--- src/rtl/phy_rst_seq.sv ---
`default_nettype none
// +------------------------------------------------------------------------+
// | Module      : phy_rst_seq                                              |
// | Description : RGMII PHY bring-up sequencer. Waits for stable MMCM      |
// |               lock, pulses the PHY hardware reset, waits for the PHY   |
// |               to settle, then releases the fabric Ethernet datapath.   |
// |               Lock loss restarts the sequence. PHY interrupts are      |
// |               latched while READY.                                     |
// | Options     : define PHY_RST_SEQ_TIMEOUT_EN to add the WAIT_LOCK       |
// |               timeout, the FAULT state and the faultOut port.          |
// | Revision    : 1.0  initial release                                     |
// +------------------------------------------------------------------------+
module phy_rst_seq #(
  parameter int LOCK_STABLE_CYCLES  = 1000,
  parameter int PHY_RST_CYCLES      = 1_000_000,
  parameter int PHY_WAIT_CYCLES     = 5_000_000,
  parameter int LOCK_TIMEOUT_CYCLES = 10_000_000
) (
  input  logic       clkIn,
  input  logic       rstIn,
  input  logic       mmcm0LockedIn,
  input  logic       mmcm1LockedIn,
  input  logic       intBIn,
  input  logic       intAckIn,
  output logic       phyRstBOut,
  output logic       datapathRstOut,
  output logic       readyOut,
  output logic       intPendingOut,
  output logic [7:0] lockLossCntOut,
  output logic [2:0] stateOut
`ifdef PHY_RST_SEQ_TIMEOUT_EN
  ,
  output logic       faultOut
`endif
);

  // One shared cycle counter, wide enough for the longest interval.
  localparam int c_MAX_A = (LOCK_STABLE_CYCLES > PHY_RST_CYCLES) ? LOCK_STABLE_CYCLES : PHY_RST_CYCLES;
  localparam int c_MAX_B = (PHY_WAIT_CYCLES > LOCK_TIMEOUT_CYCLES) ? PHY_WAIT_CYCLES : LOCK_TIMEOUT_CYCLES;
  localparam int c_MAX   = (c_MAX_A > c_MAX_B) ? c_MAX_A : c_MAX_B;
  localparam int c_CW    = (c_MAX > 1) ? $clog2(c_MAX) : 1;

  // Terminal counts: the counter starts at 0 on state entry.
  localparam logic [c_CW-1:0] c_LS_LAST = c_CW'(LOCK_STABLE_CYCLES - 1);
  localparam logic [c_CW-1:0] c_PR_LAST = c_CW'(PHY_RST_CYCLES - 1);
  localparam logic [c_CW-1:0] c_PW_LAST = c_CW'(PHY_WAIT_CYCLES - 1);
`ifdef PHY_RST_SEQ_TIMEOUT_EN
  localparam logic [c_CW-1:0] c_LT_LAST = c_CW'(LOCK_TIMEOUT_CYCLES - 1);
`endif

  typedef enum logic [2:0] {
    S_IDLE        = 3'd0,
    S_WAIT_LOCK   = 3'd1,
    S_LOCK_STABLE = 3'd2,
    S_PHY_RST     = 3'd3,
    S_PHY_WAIT    = 3'd4,
    S_READY       = 3'd5,
    S_FAULT       = 3'd6
  } state_t;

  state_t          r_state;
  state_t          w_state_nxt;
  logic [c_CW-1:0] r_cnt;
  logic            w_cnt_run;

  logic r_lock0_meta, r_lock0_sync;
  logic r_lock1_meta, r_lock1_sync;
  logic r_intB_meta, r_intB_sync, r_intB_d;
  logic w_locks;
  logic w_int_fall;

  logic       r_phy_rst_b;
  logic       r_dp_rst;
  logic       r_ready;
  logic       r_int_pend;
  logic [7:0] r_loss_cnt;
`ifdef PHY_RST_SEQ_TIMEOUT_EN
  logic       r_fault;
`endif

  // Two-flop synchronisers for the asynchronous inputs, plus an edge-detect stage for intB.
  always_ff @(posedge clkIn) begin
    if (rstIn) begin
      r_lock0_meta <= 1'b0;
      r_lock0_sync <= 1'b0;
      r_lock1_meta <= 1'b0;
      r_lock1_sync <= 1'b0;
      r_intB_meta  <= 1'b1;
      r_intB_sync  <= 1'b1;
      r_intB_d     <= 1'b1;
    end else begin
      r_lock0_meta <= mmcm0LockedIn;
      r_lock0_sync <= r_lock0_meta;
      r_lock1_meta <= mmcm1LockedIn;
      r_lock1_sync <= r_lock1_meta;
      r_intB_meta  <= intBIn;
      r_intB_sync  <= r_intB_meta;
      r_intB_d     <= r_intB_sync;
    end
  end

  assign w_locks    = r_lock0_sync & r_lock1_sync;
  assign w_int_fall = r_intB_d & ~r_intB_sync;

  // Next-state selection; lock loss always wins over interval completion.
  always_comb begin
    w_state_nxt = r_state;
    case (r_state)
      S_IDLE:        w_state_nxt = S_WAIT_LOCK;
      S_WAIT_LOCK: begin
        if (w_locks) w_state_nxt = S_LOCK_STABLE;
`ifdef PHY_RST_SEQ_TIMEOUT_EN
        else if (r_cnt == c_LT_LAST) w_state_nxt = S_FAULT;
`endif
      end
      S_LOCK_STABLE: begin
        if (!w_locks) w_state_nxt = S_WAIT_LOCK;
        else if (r_cnt == c_LS_LAST) w_state_nxt = S_PHY_RST;
      end
      S_PHY_RST: begin
        if (!w_locks) w_state_nxt = S_WAIT_LOCK;
        else if (r_cnt == c_PR_LAST) w_state_nxt = S_PHY_WAIT;
      end
      S_PHY_WAIT: begin
        if (!w_locks) w_state_nxt = S_WAIT_LOCK;
        else if (r_cnt == c_PW_LAST) w_state_nxt = S_READY;
      end
      S_READY: begin
        if (!w_locks) w_state_nxt = S_WAIT_LOCK;
      end
      S_FAULT:       w_state_nxt = S_FAULT;
      default:       w_state_nxt = S_IDLE;
    endcase
  end

  // Only the timed states advance the counter, so it never wraps.
  always_comb begin
    w_cnt_run = (r_state == S_LOCK_STABLE) || (r_state == S_PHY_RST) || (r_state == S_PHY_WAIT);
`ifdef PHY_RST_SEQ_TIMEOUT_EN
    if (r_state == S_WAIT_LOCK) w_cnt_run = 1'b1;
`endif
  end

  // State, counter and registered outputs, all decoded from the state being entered.
  always_ff @(posedge clkIn) begin
    if (rstIn) begin
      r_state     <= S_IDLE;
      r_cnt       <= '0;
      r_phy_rst_b <= 1'b0;
      r_dp_rst    <= 1'b1;
      r_ready     <= 1'b0;
      r_int_pend  <= 1'b0;
      r_loss_cnt  <= 8'd0;
`ifdef PHY_RST_SEQ_TIMEOUT_EN
      r_fault     <= 1'b0;
`endif
    end else begin
      r_state <= w_state_nxt;
      if (w_state_nxt != r_state) r_cnt <= '0;
      else if (w_cnt_run) r_cnt <= r_cnt + 1'b1;

      r_phy_rst_b <= (w_state_nxt == S_PHY_WAIT) || (w_state_nxt == S_READY);
      r_ready     <= (w_state_nxt == S_READY);
      r_dp_rst    <= (w_state_nxt != S_READY);
`ifdef PHY_RST_SEQ_TIMEOUT_EN
      r_fault     <= (w_state_nxt == S_FAULT);
`endif

      if ((r_state == S_READY) && !w_locks && (r_loss_cnt != 8'hFF))
        r_loss_cnt <= r_loss_cnt + 8'd1;

      // A new edge takes precedence over a coincident ack.
      if ((r_state == S_READY) && (w_state_nxt == S_READY)) begin
        if (w_int_fall) r_int_pend <= 1'b1;
        else if (intAckIn) r_int_pend <= 1'b0;
      end else begin
        r_int_pend <= 1'b0;
      end
    end
  end

  assign phyRstBOut     = r_phy_rst_b;
  assign datapathRstOut = r_dp_rst;
  assign readyOut       = r_ready;
  assign intPendingOut  = r_int_pend;
  assign lockLossCntOut = r_loss_cnt;
  assign stateOut       = r_state;
`ifdef PHY_RST_SEQ_TIMEOUT_EN
  assign faultOut       = r_fault;
`endif

endmodule
`default_nettype wire
--- config.mk ---
export PLATFORM = sky130hd
export DESIGN_NAME = phy_rst_seq
export DESIGN_NICKNAME = d
export VERILOG_FILES = /design/src/rtl/phy_rst_seq.sv
export SDC_FILE = /design/constraint.sdc
export NUM_CORES = 1
export LEC_CHECK = 0
export ABC_AREA = 1
export BUFFER_PORTS_ARGS = -buffer_cell sky130_fd_sc_hd__buf_2
export CAP_MARGIN = 20
export CORE_MARGIN = 10
export CORE_UTILIZATION = 61
export DETAILED_ROUTE_END_ITERATION = 8
export PLACE_DENSITY = 0.79
export SYNTH_ARGS = -nofsm -noshare
export SYNTH_HDL_FRONTEND = slang
export SYNTH_SLANG_ARGS = --single-unit
--- constraint.sdc ---
create_clock -name clkIn -period 2.9 [get_ports clkIn]
set_input_delay 0.145 -clock clkIn [delete_from_list [all_inputs] [get_ports clkIn]]
set_output_delay 0.145 -clock clkIn [all_outputs]
set_load 0.02 [all_outputs]
==> results of run 1 <==
-- cells by family after synthesis --
logic type / Yosys count / share of synthesized area, %
and+or+nand+nor: 187 / 37.8
buffers and inverters: 64 / 11.1
DFF: 46 / 37.6
AOI/OAI and AO/OA: 23 / 5.00
xor gates and xnor gates: 20 / 7.15
adders and majority gates: 2 / 1.02
muxes: 1 / 0.408
-- worst max path at each step --
stage               cells past startpoint   endpoint  startpoint  slack (ns)
floorplan                               9  r_cnt[16]    r_cnt[0]        1.25
global placement                        9  r_cnt[16]    r_cnt[0]        1.05
detailed placement                      9  r_cnt[16]    r_cnt[0]        0.97
CTS                                     9  r_cnt[16]    r_cnt[0]        0.96
global route                            9  r_cnt[16]    r_cnt[0]        0.75
finish                                  9  r_cnt[16]    r_cnt[0]        0.96
-- report_power, final --
group          internal [W]  switching (W)  leakage (nW)   total, W
logic            0.00000882      0.0000215         0.713  0.0000304
clock network      0.000169       0.000218        0.0441   0.000387
registers          0.000636     0.00000274         0.372   0.000639
-- cells in the mapped netlist --
cell,n
inv_2,4
buf_2,1
nand3_2,3
nor2_1,47
buf_6,4
nor4_1,4
nand4_2,1
nor2_4,3
dfxtp_1,46
o21ai_0,10
a21oi_1,10
nand2_4,1
nor3_2,2
xor2_1,17
nor3_1,9
o22ai_1,1
ha_1,2
clkbuf_1,1
nand2_2,6
and3_1,1
o211ai_1,1
inv_1,53
a21oi_2,1
nand3_1,26
clkinv_1,1
nand4_1,9
mux2i_1,1
xnor2_1,3
or2_2,3
nor2_2,21
nand2_1,51
-- metrics by stage --
| stage | hold slack (ns) | area [um2] | utilization [%] | total power, W | instances |
|---|---|---|---|---|---|
| 4_1_cts | 0.0102 | 2650 | 70.2 | 0.00107 | 413 |
| 5_1_grt | 0.0123 | 2650 | 70.2 | 0.00109 | 413 |
| 6_report | 0.0168 | 2650 | 70.2 | 0.00106 | 413 |
| 3_3_place_gp | 0.327 | 2560 | 67.8 | 0.000683 | 405 |
| 2_1_floorplan | 0.222 | 2450 | - | 0.000679 | 343 |
| 3_5_place_dp | 0.333 | 2560 | 67.8 | 0.000684 | 405 |
-- per-layer routing --
layer	vias to the layer above	share of wire, %	global-route usage (%)
met5	-	0	0
met4	0	0.58	3.23
met3	3	5.8	3.71
met2	52	46	23.3
met1	947	48	18.4
li1	1111	-	-
-- cell type report --
cell class                 count  area [um2]
fill                         302        1120
timing repair buffer          20         100
inverter                      58         218
tap                           48        60.1
clock buffer                   5        68.8
clock inverter                 3        21.3
sequential                    46         921
multi-input combinational    233        1260
==> results.md, run 1 <==
### STA
- crit path time final: 1.94 ns
- setup_tns: 0 ns
- Final Max Tran Viols: 0
- final hold viol count: 0
- slew at the pin with the worst max-slew slack: 0.389 ns
- unrepaired setup endpoints after global routing: no
- post-route setup slack: 0.960 ns
- top achievable clock speed: 515 MHz
- Fin Clk Skew: 0.00736 ns
- final setup fails: 0
- fin crit share: 66.9%
- worst slew margin relative to its limit: 74.1%

### Final layout
- Ant. Diodes: 0
- number of nets in the layout: 372
- fraction of layout instances using a drive strength above 1: 20.0%
- leading cell type in the layout, fill and taps excluded: inv_1
- synthesis-to-layout area growth: 8.01%
- max reg flops: 24
- register name with the most flops: r_cnt
- most frequent cells in the layout: inv_1, nand2_1, nor2_1, dfxtp_1, nand3_1

### Synth
- yosys synthesis warning count: 0
- area share of the largest cell type after synthesis: 37.6%
- sequential share of the synthesized area: 37.6%
- area of the mapped netlist: 2450 um2
- post-synthesis area per instance: 7.15 um2
- synthesized net count: 351
- biggest area consumer among synthesized cells: dfxtp_1
- cell types with the largest area share after synthesis: dfxtp_1, inv_1, nand2_1
- number of synthesized register bits: 46
- synth unique cells: 31
- Synth Instances: 343

### Route
- remaining design rule violation count: 0
- post-detailed-routing wire length: 5.02 mm
- first-iteration detailed-routing DRC count: 194
- iteration count of the initial detailed-routing pass: 4
- antenna violation net count after detailed routing: 0
- via density per instance: 5.12
- routed len/inst: 12.2 um
- vias after detailed routing: 2113

### Placed design
- routability-driven placement congestion ratio: 0.968
- half-perimeter wire length after placement: 3.70 mm
- count of buffers from port buffering: 20
- pre-CTS setup slack: 0.974 ns

### Critical path
- maximum fanout count along the critical path: 6
- Crit path top cell by count: nor2_1
- slowest cell delay on critical path: 0.37 ns
- worst setup path class: flip-flop to flip-flop
- slack of the worst reg-to-reg path: 0.96 ns
- CP Data Arrival Time: 2.12 ns
- reg-to-reg critical path startpoint: r_cnt[0]
- r2r worst-path depth: 9
- Crit path buffers/inverters: 0
- critical path launch point type: flip-flop
- list of cells traversed by the critical path: ha_1, nand3_2, nor3_1, nand3_1, nor2_2, nand2_1, nor2_1, xor2_1, nor2_1
- CP Capture Type: flip-flop
- Max stage delay cell, worst path: dfxtp_1
- kind of cell adding the most delay to the critical path: simple AND/OR/NAND/NOR gates
- endpoint of the worst register-to-register path: r_cnt[16]
- Data required, critical path: 3.08 ns

### Floorplan
- core region area: 3770 um2
- DIE WIDTH: 83.4 um
- Core Rows: 22
- full die area: 6950 um2
- starting density of the core: 65.0%
- # IOs: 21
- Chip Height: 83.4 um

### Hold path
- launch instance of the worst min-delay path: intBIn
- worst hold path type: input pin to flip-flop
- sink of the worst hold path: r_intB_meta
- Hold Path Stages: 2

### Global routing
- first-pass GRT wire length: 8.71 mm
- vias in the first global route: 1990
- total global routing overflow: 0
- antenna violations before repair: 0
- overall global routing resource usage: 14.3%
- largest net degree at the start of global routing: 25

### CTS
- root buffer selected by CTS: clkbuf_8
- total of cells resized after clock tree synthesis: 0
- TritonCTS sink count: 46
- H-tree level count: 2
- clock network latency to the later pin of the worst-skew pair: 0.30 ns
- clock-pin slew of the registers on the worst-case setup and hold paths: 0.09 ns
- post-CTS setup buffer count: 0
- CTS Buf Count: 5
- CTS tree: done
- buffer levels on the longest clock path: 2
- hold buffer count at CTS: 0

### Pwr
- power density over the cells: 399 nW/um2
- Worst VDD drop: 0.317 mV
- standby leakage power: 1.13 nW

### Job
- reported max-cap violation count: 0

### Outcome
- status: finished clean

No activity file was read; power rests on OpenSTA's default activity.
==> run 2: changes to the inputs <==
CORE_UTILIZATION = 53   (was 61)
PLACE_DENSITY = 0.73   (was 0.79)
clock period = 1.6 ns   (was 2.9 ns; I/O delays follow)
==> results.md, run 2 (same netlist as run 1, synthesis figures left out) <==
### Global routing
- overall global routing resource usage: 15.3%
- first-pass GRT wire length: 9.69 mm
- total global routing overflow: 0
- antenna violations before repair: 0
- largest net degree at the start of global routing: 15
- vias in the first global route: 2258

### Critical path
- slack of the worst reg-to-reg path: 0.01 ns
- list of cells traversed by the critical path: ha_4, nand3_4, nor2_4, nand4_1, nand2_1, a21oi_1, nor2_2, nand2_4, buf_12, nor2_1
- Max stage delay cell, worst path: dfxtp_2
- kind of cell adding the most delay to the critical path: simple AND/OR/NAND/NOR gates
- worst setup path class: flip-flop to flip-flop
- maximum fanout count along the critical path: 10
- CP Data Arrival Time: 1.83 ns
- reg-to-reg critical path startpoint: r_cnt[0]
- critical path launch point type: flip-flop
- Crit path buffers/inverters: 1
- CP Capture Type: flip-flop
- Data required, critical path: 1.84 ns
- r2r worst-path depth: 10
- endpoint of the worst register-to-register path: r_cnt[10]
- slowest cell delay on critical path: 0.36 ns

### CTS
- root buffer selected by CTS: clkbuf_8
- clock network latency to the later pin of the worst-skew pair: 0.30 ns
- clock-pin slew of the registers on the worst-case setup and hold paths: 0.08 ns
- H-tree level count: 2
- buffer levels on the longest clock path: 2
- CTS Buf Count: 5
- TritonCTS sink count: 46
- CTS tree: done

### STA
- slew at the pin with the worst max-slew slack: 0.333 ns
- Final Max Tran Viols: 0
- unrepaired setup endpoints after global routing: yes
- top achievable clock speed: 630 MHz
- fin crit share: 99.2%
- Fin Clk Skew: 0.00427 ns
- final setup fails: 0
- crit path time final: 1.59 ns
- final hold viol count: 0
- post-route setup slack: 0.0135 ns
- worst slew margin relative to its limit: 77.6%
- setup_tns: 0 ns

### Job
- reported max-cap violation count: 0

### Floorplan
- full die area: 7740 um2
- Core Rows: 24
- core region area: 4410 um2
- DIE WIDTH: 88.0 um
- starting density of the core: 55.5%
- # IOs: 21
- Chip Height: 88.0 um

### Route
- iteration count of the initial detailed-routing pass: 4
- post-detailed-routing wire length: 5.71 mm
- vias after detailed routing: 2312
- antenna violation net count after detailed routing: 0
- remaining design rule violation count: 0
- first-iteration detailed-routing DRC count: 200
- via density per instance: 4.96
- routed len/inst: 12.3 um

### Placed design
- routability-driven placement congestion ratio: 0.905
- number of instances in the placed design: 452
- count of buffers from port buffering: 20
- pre-CTS setup slack: -0.0639 ns
- half-perimeter wire length after placement: 4.35 mm
- Placement Cell Area: 2940 um2

### Final layout
- number of nets in the layout: 421
- number of fill cells: 357
- most frequent cells in the layout: inv_1, nand2_1, buf_4, nor2_1, nor2_2
- Ant. Diodes: 0
- sequential cell area: 950 um2
- fraction of layout instances using a drive strength above 1: 37.9%
- post-route cell area: 3180 um2
- synthesis-to-layout area growth: 29.7%
- area of the multi-input gates: 1340 um2
- post-route non-filler standard cell count: 466
- leading cell type in the layout, fill and taps excluded: inv_1
- max reg flops: 24
- register name with the most flops: r_cnt

### Pwr
- relative contribution of combinational cells to total power: 4.7%
- Worst VDD drop: 0.427 mV
- sw frac: 22.9%
- part of the power in the clock network: 36.1%
- Reg power frac: 59.2%
- power density over the cells: 614 nW/um2
- internal power of the cells: 0.00150 W
- standby leakage power: 1.40 nW
- Net Switching: 0.000448 W
- total power: 0.00195 W

### Hold path
- sink of the worst hold path: r_lock1_sync
- worst hold path type: input pin to flip-flop
- launch instance of the worst min-delay path: rstIn
- Hold Path Stages: 3

### Outcome
- status: finished clean

run 2: cell count changes in the layout (fill, tap and decap cells not counted), moves of 4 or more:
cell / before / now
nor2_2: 21 / 28
nor2_1: 47 / 40
buf_4: 0 / 43
dfxtp_1: 46 / 27
dfxtp_2: 0 / 17
nand2_1: 51 / 47
run 2: timing repair:
| item | CTS | global route |
|---|---|---|
| pin swaps | 8 | 9 |
| endpoints found under the setup margin | 26 | 31 |
| hold endpoints to repair | 3 | 0 |
| hold buffers | 3 | 0 |
| gates resized for setup | 13 | 27 |
| buffers inserted | 0 | 3 |
run 2: worst max-delay path by stage:
stage                     start  depth (start not counted)        end  slack, ns
finish                 r_cnt[0]                         10  r_cnt[10]       0.01
CTS                    r_cnt[0]                         10  r_cnt[22]     -0.002
floorplan              r_cnt[0]                         11   r_cnt[0]      0.003
global placement       r_cnt[1]                         10   r_cnt[8]      -0.02
global route        stateOut[0]                         10   r_cnt[6]      -0.11
detailed placement     r_cnt[0]                         10  r_cnt[22]      -0.06
run 2: layer usage:
metal / global-route usage (%) / share of wire, %
met1: 19.4 / 46
met2: 24.9 / 47
met3: 3.71 / 5.8
met4: 4.49 / 1.2
met5: 0 / 0
run 2: final cells by class:
cell class | count | share of cell area [%]
Inverter | 58 | 6.93
Clock buffer | 6 | 2.28
Clock inverter | 2 | 0.433
Sequential cell | 46 | 29.9
Tap cell | 52 | 2.05
Timing Repair Buffer | 69 | 16.1
Multi-Input combinational cell | 233 | 42.3
run 2: tightest hold or removal path: cells and delay by family:
family	cells	cell delay (ns)
and+or+nand+nor	1	0.06
buffers and inverters	2	0.26
run 2: power groups by stage:
stage	Combinational, W	Sequential [W]	Clock [W]
floorplan	0.0000477	0.00118	0
global placement	0.0000855	0.00118	0
detailed placement	0.0000859	0.00119	0
CTS	0.0000916	0.00116	0.000727
global route	0.000100	0.00116	0.000774
finish	0.0000924	0.00115	0.000704
run 2: through the flow:
stage	hold slack [ns]	utilization [%]
floorplan	0.157	-
global placement	0.262	66.6
detailed placement	0.265	66.6
CTS	0.118	70.2
global route	0.132	72.0
finish	0.122	72.0
==> run 3: changes to the inputs <==
==> constraint.sdc (replaced) <==
create_clock -name clkIn -period 1.6 [get_ports clkIn]
set_input_delay 0.08 -clock clkIn [delete_from_list [all_inputs] [get_ports clkIn]]
set_output_delay 0.08 -clock clkIn [all_outputs]
set_load 0.01 [all_outputs]
==> results.md, run 3 (same netlist as run 1, synthesis figures left out) <==
### Outcome
- status: complete, but fails checks
- failing checks: setup timing

### Global routing
- antenna violations before repair: 0
- total global routing overflow: 0
- overall global routing resource usage: 15.9%
- first-pass GRT wire length: 10.1 mm
- largest net degree at the start of global routing: 16
- vias in the first global route: 2290

### STA
- setup_tns: -3.72 ns
- crit path time final: 1.77 ns
- worst slew margin relative to its limit: 79.4%
- unrepaired setup endpoints after global routing: yes
- top achievable clock speed: 564 MHz
- Fin Clk Skew: 0.00735 ns
- fin crit share: 111%
- slew at the pin with the worst max-slew slack: 0.305 ns
- final hold viol count: 0
- Final Max Tran Viols: 0
- post-route setup slack: -0.174 ns
- final setup fails: 24

### Route
- routed len/inst: 13.3 um
- iteration count of the initial detailed-routing pass: 4
- vias after detailed routing: 2402
- first-iteration detailed-routing DRC count: 206
- remaining design rule violation count: 0
- post-detailed-routing wire length: 6.29 mm
- antenna violation net count after detailed routing: 0
- via density per instance: 5.06

### CTS
- CTS tree: done
- buffer levels on the longest clock path: 2
- H-tree level count: 2
- clock-pin slew of the registers on the worst-case setup and hold paths: 0.09 ns
- TritonCTS sink count: 46
- CTS Buf Count: 5
- clock network latency to the later pin of the worst-skew pair: 0.30 ns
- root buffer selected by CTS: clkbuf_8

### Floorplan
- starting density of the core: 55.5%
- Core Rows: 24
- Chip Height: 88.0 um
- DIE WIDTH: 88.0 um
- full die area: 7740 um2
- # IOs: 21
- core region area: 4410 um2

### Critical path
- slowest cell delay on critical path: 0.37 ns
- endpoint of the worst register-to-register path: r_cnt[18]
- Crit path top cell by count: nand2_1
- worst setup path class: flip-flop to flip-flop
- critical path launch point type: flip-flop
- CP Capture Type: flip-flop
- list of cells traversed by the critical path: ha_4, nand3_4, nor2_4, buf_4, nand3_1, nand2_1, nand2_1, nand3_2, nand2_2, nand2_4, clkbuf_16, nor2_2
- r2r worst-path depth: 12
- CP Data Arrival Time: 1.97 ns
- slack of the worst reg-to-reg path: -0.17 ns
- maximum fanout count along the critical path: 4
- Data required, critical path: 1.80 ns
- Max stage delay cell, worst path: dfxtp_2
- reg-to-reg critical path startpoint: r_cnt[0]
- worst setup path start: r_cnt[0]

### Final layout
- most frequent cells in the layout: inv_1, buf_4, nand2_1, nor2_1, dfxtp_1
- register name with the most flops: r_cnt
- Ant. Diodes: 0
- leading cell type in the layout, fill and taps excluded: inv_1
- max reg flops: 24
- number of nets in the layout: 430
- fraction of layout instances using a drive strength above 1: 37.8%
- post-route non-filler standard cell count: 475
- synthesis-to-layout area growth: 34.8%

### Placed design
- half-perimeter wire length after placement: 4.33 mm
- pre-CTS setup slack: -0.0808 ns
- count of buffers from port buffering: 20
- routability-driven placement congestion ratio: 0.946
- number of instances in the placed design: 454

### Hold path
- Hold Path Stages: 3
- worst hold path type: input pin to flip-flop
- sink of the worst hold path: lockLossCntOut[0]
- launch instance of the worst min-delay path: rstIn

### Job
- reported max-cap violation count: 0

### Pwr
- power density over the cells: 599 nW/um2
- standby leakage power: 1.46 nW
- Worst VDD drop: 0.411 mV
- total power: 0.00198 W

==> run 3: cell count changes in the layout (fill, tap and decap cells not counted), moves of 2 or more <==
cell / previous run / this run
buf_4: 43 / 51
dfxtp_1: 27 / 35
dfxtp_2: 17 / 9
nor2_4: 3 / 11
nor2_1: 40 / 36
nor2_2: 28 / 24
buf_12: 3 / 1
inv_1: 51 / 53
nor3_2: 5 / 3
==> run 3: timing repair <==
item	CTS	global route
hold endpoints to repair	3	0
hold buffers	3	0
gates resized for setup	18	31
buffers inserted	1	7
pin swaps	7	12
cloned	1	1
endpoints found under the setup margin	26	34
==> run 3: routing by layer <==
layer | wire [um] | track usage (%) | vias up
met4 | 132 | 4.78 | 0
met3 | 277 | 2.97 | 16
li1 | - | - | 1225
met2 | 3150 | 27.4 | 61
met1 | 2740 | 19.5 | 1100
met5 | 0 | 0 | -
==> run 3: cell type report <==
class | instances | area [um2]
Tap cell | 52 | 65.1
Clock inverter | 3 | 21.3
Timing Repair Buffer | 78 | 601
Inverter | 58 | 218
Fill cell | 330 | 1110
Sequential cell | 46 | 940
Clock buffer | 5 | 68.8
Multi-Input combinational cell | 233 | 1390
==> run 3: worst max-delay path by stage <==
stage | end | slack (ns) | cells past startpoint
after floorplan | r_cnt[0] | 0.003 | 11
after global placement | r_cnt[7] | -0.02 | 10
after detailed placement | r_cnt[8] | -0.08 | 11
after global routing | r_cnt[18] | -0.23 | 13
final | r_cnt[18] | -0.17 | 12
after CTS | r_cnt[10] | -0.05 | 10
==> run 3: worst max-delay path, delay by kind of cell, from the launching register on <==
family	cells	cell delay (ns)
and+or+nand+nor	9	0.83
DFF	1	0.37
buffers and inverters	2	0.30
adders and majority gates	1	0.16
==> run 3: per-stage QoR <==
stage	util, %	area [um2]	hold WS [ns]
2_1_floorplan	-	2460	0.157
4_1_cts	70.9	3130	0.121
6_report	74.9	3300	0.125
3_3_place_gp	66.2	2920	0.263
3_5_place_dp	66.2	2920	0.264
5_1_grt	74.9	3300	0.117
==> run 3: report_power, final <==
part           switching (W)  total, W  internal (W)
combinational      0.0000568  0.000111     0.0000542
clock               0.000406  0.000713      0.000307
sequential        0.00000529   0.00115       0.00115
total               0.000468   0.00198       0.00151
